**src/rtl/dioptase_reset_sequencer.sv**
```systemverilog
// dioptase_reset_sequencer: ordered reset release for the Dioptase SoC.
// Releases the DDR adapter, then the peripherals, then the CPU core, and
// handles software resets and DDR calibration loss after boot.
// Optional build macro DIOPTASE_RESET_CAL_TIMEOUT_EN adds a calibration
// wait timeout (parameter CAL_TIMEOUT) and the sticky cal_timeout output.
module dioptase_reset_sequencer #(
  parameter int unsigned SYNC_STAGES   = 3,
  parameter int unsigned PERIPH_DELAY  = 16,
  parameter int unsigned CORE_DELAY    = 64,
  parameter int unsigned SW_RST_CYCLES = 32,
  parameter int unsigned CNT_W         = 16
`ifdef DIOPTASE_RESET_CAL_TIMEOUT_EN
  ,
  parameter int unsigned CAL_TIMEOUT   = 2_000_000
`endif
) (
  input  logic       clk,
  input  logic       rst_n,
  input  logic       sw_rst_req,
  input  logic       ddr_calib_done,
  output logic       ddr_rst_n,
  output logic       periph_rst_n,
  output logic       core_rst_n,
  output logic [2:0] seq_state,
  output logic [1:0] rst_cause
`ifdef DIOPTASE_RESET_CAL_TIMEOUT_EN
  ,
  output logic       cal_timeout
`endif
);

  typedef enum logic [2:0] {
    S_SYNC   = 3'd0,
    S_DDR    = 3'd1,
    S_PERIPH = 3'd2,
    S_CAL    = 3'd3,
    S_CORE   = 3'd4,
    S_RUN    = 3'd5,
    S_SWRST  = 3'd6
  } state_t;

  localparam logic [CNT_W-1:0] L_PERIPH_LAST = CNT_W'(PERIPH_DELAY - 1);
  localparam logic [CNT_W-1:0] L_CORE_LAST   = CNT_W'(CORE_DELAY - 1);
  localparam logic [CNT_W-1:0] L_SW_LAST     = CNT_W'(SW_RST_CYCLES - 1);

  state_t               r_state;
  state_t               w_state_nxt;
  logic [1:0]           r_cause;
  logic [1:0]           w_cause_nxt;
  logic [CNT_W-1:0]     r_cnt;
  logic [SYNC_STAGES-1:0] r_rst_sync;
  logic                 w_rst_rel;
  logic                 r_cal_meta;
  logic                 r_cal_sync;
  logic                 r_cal_prev;
  logic                 w_cal_fall;
  logic                 r_sw_prev;
  logic                 w_sw_rise;
  logic                 r_ddr;
  logic                 r_periph;
  logic                 r_core;

`ifdef DIOPTASE_RESET_CAL_TIMEOUT_EN
  localparam int unsigned TO_W = $clog2(CAL_TIMEOUT + 1);
  localparam logic [TO_W-1:0] L_TO_LAST = TO_W'(CAL_TIMEOUT - 1);
  logic [TO_W-1:0] r_to_cnt;
  logic            r_cal_timeout;
  logic            w_to_set;
`endif

  assign w_rst_rel  = r_rst_sync[SYNC_STAGES-1];
  assign w_cal_fall = r_cal_prev & ~r_cal_sync;
  assign w_sw_rise  = sw_rst_req & ~r_sw_prev;

  // Reset-release synchronizer: asserts with rst_n, releases after SYNC_STAGES edges.
  always_ff @(posedge clk or negedge rst_n) begin
    if (!rst_n) r_rst_sync <= '0;
    else        r_rst_sync <= {r_rst_sync[SYNC_STAGES-2:0], 1'b1};
  end

  // Calibration flag synchronizer plus one history flop for fall detection.
  always_ff @(posedge clk or negedge rst_n) begin
    if (!rst_n) begin
      r_cal_meta <= 1'b0;
      r_cal_sync <= 1'b0;
      r_cal_prev <= 1'b0;
    end else begin
      r_cal_meta <= ddr_calib_done;
      r_cal_sync <= r_cal_meta;
      r_cal_prev <= r_cal_sync;
    end
  end

  // Software request history so a held level triggers only once.
  always_ff @(posedge clk or negedge rst_n) begin
    if (!rst_n) r_sw_prev <= 1'b0;
    else        r_sw_prev <= sw_rst_req;
  end

  // Next-state and reset-cause selection; calibration loss outranks software reset.
  always_comb begin
    w_state_nxt = r_state;
    w_cause_nxt = r_cause;
`ifdef DIOPTASE_RESET_CAL_TIMEOUT_EN
    w_to_set    = 1'b0;
`endif
    case (r_state)
      S_SYNC:   if (w_rst_rel) w_state_nxt = S_DDR;
      S_DDR:    if (r_cnt == L_PERIPH_LAST) w_state_nxt = S_PERIPH;
      S_PERIPH: w_state_nxt = S_CAL;
      S_CAL: begin
        if (r_cal_sync) w_state_nxt = S_CORE;
`ifdef DIOPTASE_RESET_CAL_TIMEOUT_EN
        else if (r_to_cnt == L_TO_LAST) begin
          w_state_nxt = S_CORE;
          w_to_set    = 1'b1;
        end
`endif
      end
      S_CORE: begin
        if (w_cal_fall) begin
          w_state_nxt = S_CAL;
          w_cause_nxt = 2'd2;
        end else if (r_cnt == L_CORE_LAST) begin
          w_state_nxt = S_RUN;
        end
      end
      S_RUN: begin
        if (w_cal_fall) begin
          w_state_nxt = S_CAL;
          w_cause_nxt = 2'd2;
        end else if (w_sw_rise) begin
          w_state_nxt = S_SWRST;
          w_cause_nxt = 2'd1;
        end
      end
      S_SWRST:  if (r_cnt == L_SW_LAST) w_state_nxt = S_DDR;
      default:  w_state_nxt = S_SYNC;
    endcase
  end

  // State, cause and output registers; outputs follow the next state so they
  // change on the same edge as the state itself.
  always_ff @(posedge clk or negedge rst_n) begin
    if (!rst_n) begin
      r_state  <= S_SYNC;
      r_cause  <= 2'd0;
      r_ddr    <= 1'b0;
      r_periph <= 1'b0;
      r_core   <= 1'b0;
    end else begin
      r_state  <= w_state_nxt;
      r_cause  <= w_cause_nxt;
      r_ddr    <= (w_state_nxt != S_SYNC);
      r_periph <= (w_state_nxt inside {S_PERIPH, S_CAL, S_CORE, S_RUN});
      r_core   <= (w_state_nxt == S_RUN);
    end
  end

  // Shared delay counter: cleared on every state entry, runs only in timed states.
  always_ff @(posedge clk or negedge rst_n) begin
    if (!rst_n) begin
      r_cnt <= '0;
    end else if (w_state_nxt != r_state) begin
      r_cnt <= '0;
    end else if (r_state inside {S_DDR, S_CORE, S_SWRST}) begin
      r_cnt <= r_cnt + 1'b1;
    end
  end

`ifdef DIOPTASE_RESET_CAL_TIMEOUT_EN
  // Calibration wait timer and sticky timeout flag (cleared only by rst_n).
  always_ff @(posedge clk or negedge rst_n) begin
    if (!rst_n) begin
      r_to_cnt      <= '0;
      r_cal_timeout <= 1'b0;
    end else begin
      if (r_state == S_CAL && w_state_nxt == S_CAL) r_to_cnt <= r_to_cnt + 1'b1;
      else                                          r_to_cnt <= '0;
      if (w_to_set) r_cal_timeout <= 1'b1;
    end
  end

  assign cal_timeout = r_cal_timeout;
`endif

  assign ddr_rst_n    = r_ddr;
  assign periph_rst_n = r_periph;
  assign core_rst_n   = r_core;
  assign seq_state    = r_state;
  assign rst_cause    = r_cause;

endmodule

```
**config.mk**
```make
export PLATFORM = sky130hd
export DESIGN_NAME = dioptase_reset_sequencer
export DESIGN_NICKNAME = d
export VERILOG_FILES = /design/src/rtl/dioptase_reset_sequencer.sv
export SDC_FILE = /design/constraint.sdc
export NUM_CORES = 1
export LEC_CHECK = 0
export ABC_AREA = 1
export CORE_AREA = 3 3 65 67
export DETAILED_ROUTE_END_ITERATION = 8
export DIE_AREA = 0 0 68 70
export GPL_ROUTABILITY_DRIVEN = 0
export SKIP_LAST_GASP = 1
export SYNTH_ARGS = -nofsm -noshare
export SYNTH_HDL_FRONTEND = slang
export SYNTH_SLANG_ARGS = --single-unit
```
**constraint.sdc**
```tcl
create_clock -name clk -period 3.5 [get_ports clk]
set_input_delay 0.7 -clock clk [delete_from_list [all_inputs] [get_ports clk]]
set_output_delay 0.7 -clock clk [all_outputs]
set_load 0.05 [all_outputs]
```
==> insert_results.sql <==
INSERT INTO impl_metrics (metric_group, metric, value, unit) VALUES
('outcome', 'run_status', 'finished clean', ''),
('place', 'numPortBuffers', '11', ''),
('power_and_ir_drop', 'switching_share', '45.53', '%'),
('floorplanning', 'initial_utilization', '46.68', '%'),
('floorplanning', 'fp.dieH', '70', 'um'),
('place', 'place_worst_setup_slack', '1048', 'ps'),
('sta', 'finalWorstPathRequiredPeriod', '2367', 'ps'),
('worst_setup_path', 'critical-path-top-delay-family', 'buffers and inverters', ''),
('power_and_ir_drop', 'comb_power_share', '46.1', '%'),
('synth', 'synth-seq-cells', '31', ''),
('sta', 'setup_repair_after_global_routing_missed_its_margin', 'no', ''),
('sta', 'hold_viol_final', '0', ''),
('worst_setup_path', 'setup.worst_path.start_class', 'flip-flop', ''),
('power_and_ir_drop', 'clock_power_share', '23.8', '%'),
('synth', 'post_synth_instance_area', '0.001722', 'mm^2'),
('worst_setup_path', 'timing.critical_path.to_type', 'output pin', ''),
('power_and_ir_drop', 'power.density', '767.4', 'mW/mm^2'),
('floorplanning', 'die_area', '0.004760', 'mm^2'),
('global_routing', 'grt_first_pass_wirelength', '5.451', 'mm'),
('detailed_routing', 'dr.pass1.iters', '4', ''),
('clock_tree', 'cts_setup_buffers', '0', ''),
('floorplanning', 'design.portCount', '12', ''),
('synth', 'synth_area_per_cell', '8.739', 'um^2'),
('clock_tree', 'cts.path.max_buffers', '2', ''),
('detailed_routing', 'detail_route.wl_per_cell', '11.30', 'um'),
('detailed_routing', 'detail_route.drc_violations', '0', ''),
('sta', 'fin_ws', '1133', 'ps'),
('sta', 'max_freq', '0.4225', 'GHz'),
('clock_tree', 'post_cts_resize_count', '0', ''),
('sta', 'finalSetupTns', '0', 'ps'),
('finish', 'final_cell_mix', '41 x nand2_1, 31 x dfrtp_1, 25 x nor2_1, 19 x inv_1, 14 x xor2_1', ''),
('finish', 'utilization', '53.93', '%'),
('detailed_routing', 'vias_per_cell', '4.719', ''),
('sta', 'setup_viol', '0', ''),
('clock_tree', 'clk-insertion-delay-late', '280', 'ps'),
('flow_run', 'max-cap-violations', '0', ''),
('floorplanning', 'placementRows', '22', ''),
('finish', 'final_common_cell', 'nand2_1', ''),
('synth', 'yosys_warnings', '0', ''),
('global_routing', 'first_global_vias', '1194', ''),
('detailed_routing', 'detail-route-antenna-nets', '0', ''),
('clock_tree', 'cts.clk_slew.worst_paths', '70', 'ps'),
('synth', 'synth_cell_types', '27', ''),
('place', 'hpwl', '2.158', 'mm'),
('detailed_routing', 'drt-initial-drc-count', '41', ''),
('power_and_ir_drop', 'power_report.internal_total', '0.8316', 'mW'),
('finish', 'drive_gt1_share', '21.86', '%'),
('detailed_routing', 'wirelength', '2.971', 'mm'),
('floorplanning', 'coreArea', '0.003689', 'mm^2'),
('detailed_routing', 'detailroute.via_count', '1241', ''),
('clock_tree', 'ctsRootBufferMaster', 'clkbuf_8', ''),
('clock_tree', 'cts-buffers-inserted', '5', ''),
('power_and_ir_drop', 'pwr-share-seq', '30.1', '%'),
('worst_setup_path', 'worstPathRequired', '2800', 'ps'),
('power_and_ir_drop', 'netSwitchingPower', '0.6951', 'mW'),
('sta', 'worstMarginPinSlew', '504.3', 'ps'),
('global_routing', 'grt_antenna_before_repair', '0', ''),
('worst_setup_path', 'timing.critical_path.cells', 'clkdlybuf4s50_1', ''),
('power_and_ir_drop', 'total_power', '1.527', 'mW'),
('clock_tree', 'clock-sinks', '31', ''),
('worst_setup_path', 'critical_path.max_stage_delay', '860', 'ps'),
('synth', 'async_reset_ff_share', '100.0', '%'),
('synth', 'synthesis.instances', '197', ''),
('synth', 'ys_seq_area_share', '45.06', '%'),
('global_routing', 'grt_start_max_net_pins', '32', ''),
('worst_setup_path', 'crit_fanout', '8', ''),
('sta', 'skew', '7.672', 'ps'),
('finish', 'filler_cell_count', '334', ''),
('worst_setup_path', 'critical_path_buf_inv_count', '1', ''),
('finish', 'synthToLayoutAreaGrowth', '15.55', '%'),
('clock_tree', 'cts_htree_levels', '2', '');
state kept, by name, summed over array words and instances, names as in the netlist:
| name | cells |
|---|---|
| r_cal_meta | 1 |
| seq_state | 3 |
| r_cnt | 16 |
| r_rst_sync | 3 |
| r_cal_sync | 1 |
| r_sw_prev | 1 |
| r_cal_prev | 1 |
| rst_cause | 2 |
| periph_rst_n | 1 |
| ddr_rst_n | 1 |
| core_rst_n | 1 |
metal layers:
metal	vias up	track usage (%)	part of all wire, %
li1	641	-	-
met1	583	21.40	49
met2	11	21.41	45
met3	6	4.823	3.1
met4	0	6.181	1.9
met5	-	0	0
power groups by stage:
stage               Clock, mW  Combinational (mW)  Sequential (mW)
floorplan                   0               0.523            0.569
global placement            0               0.704            0.463
detailed placement          0               0.715            0.466
CTS                     0.377               0.715            0.459
global route            0.390               0.784            0.470
finish                  0.363               0.704            0.460
stage by stage:
stage | hold WS, ps | std cells | instance area, um^2
2_1_floorplan | 331.2 | 197 | 1722
3_3_place_gp | 334.4 | 255 | 1872
3_5_place_dp | 335.8 | 255 | 1872
4_1_cts | 351.2 | 263 | 1989
5_1_grt | 362.0 | 263 | 1989
6_report | 346.4 | 263 | 1989
path summary, 6_finish.rpt:
check | start | to | slack (ps) | depth (start not counted)
worst max register to register | seq_state[0] | r_cnt[13] | 1470 | 8
min in group asynchronous | rst_n | seq_state[0] | 810 | 2
worst max-delay path | seq_state[0] | seq_state[0] | 1130 | 1
worst min register to register | r_cal_meta | r_cal_sync | 350 | 0
worst min-delay path | r_cal_meta | r_cal_sync | 350 | 0
max in group asynchronous | rst_n | ddr_rst_n | 2400 | 2
area by class of cell:
class	count	share of cell area, %
clock buffers	6	4.151
clock inverters	2	1.761
inverters	28	5.283
multi-input cells	136	40.88
flip-flops and latches	31	38.99
well taps	48	3.019
repair buffers	12	5.912
synth_stat cells (2+ instances only):
master	number	area [um^2]
inv_1	19	71.32
nor2_1	25	93.84
o21ai_0	3	15.01
inv_2	9	33.78
nand2_2	4	25.02
nand2_1	41	153.9
nand3_2	3	30.03
nand4_1	5	31.28
dfrtp_1	31	775.7
nor2_2	7	43.79
nand3_1	10	50.05
nor2_4	11	123.9
xor2_1	14	122.6
nand2_4	2	22.52
cells by family after synthesis:
kind of cell,share of synthesized area [%]
AOI/OAI and AO/OA,2.325
adders and majority gates,0.7266
other,0.2178
and+or+nand+nor,36.34
DFF,45.06
buffers and inverters,7.704
xor gates and xnor gates,7.631
Note: power is estimated with default switching activity, not from simulation.
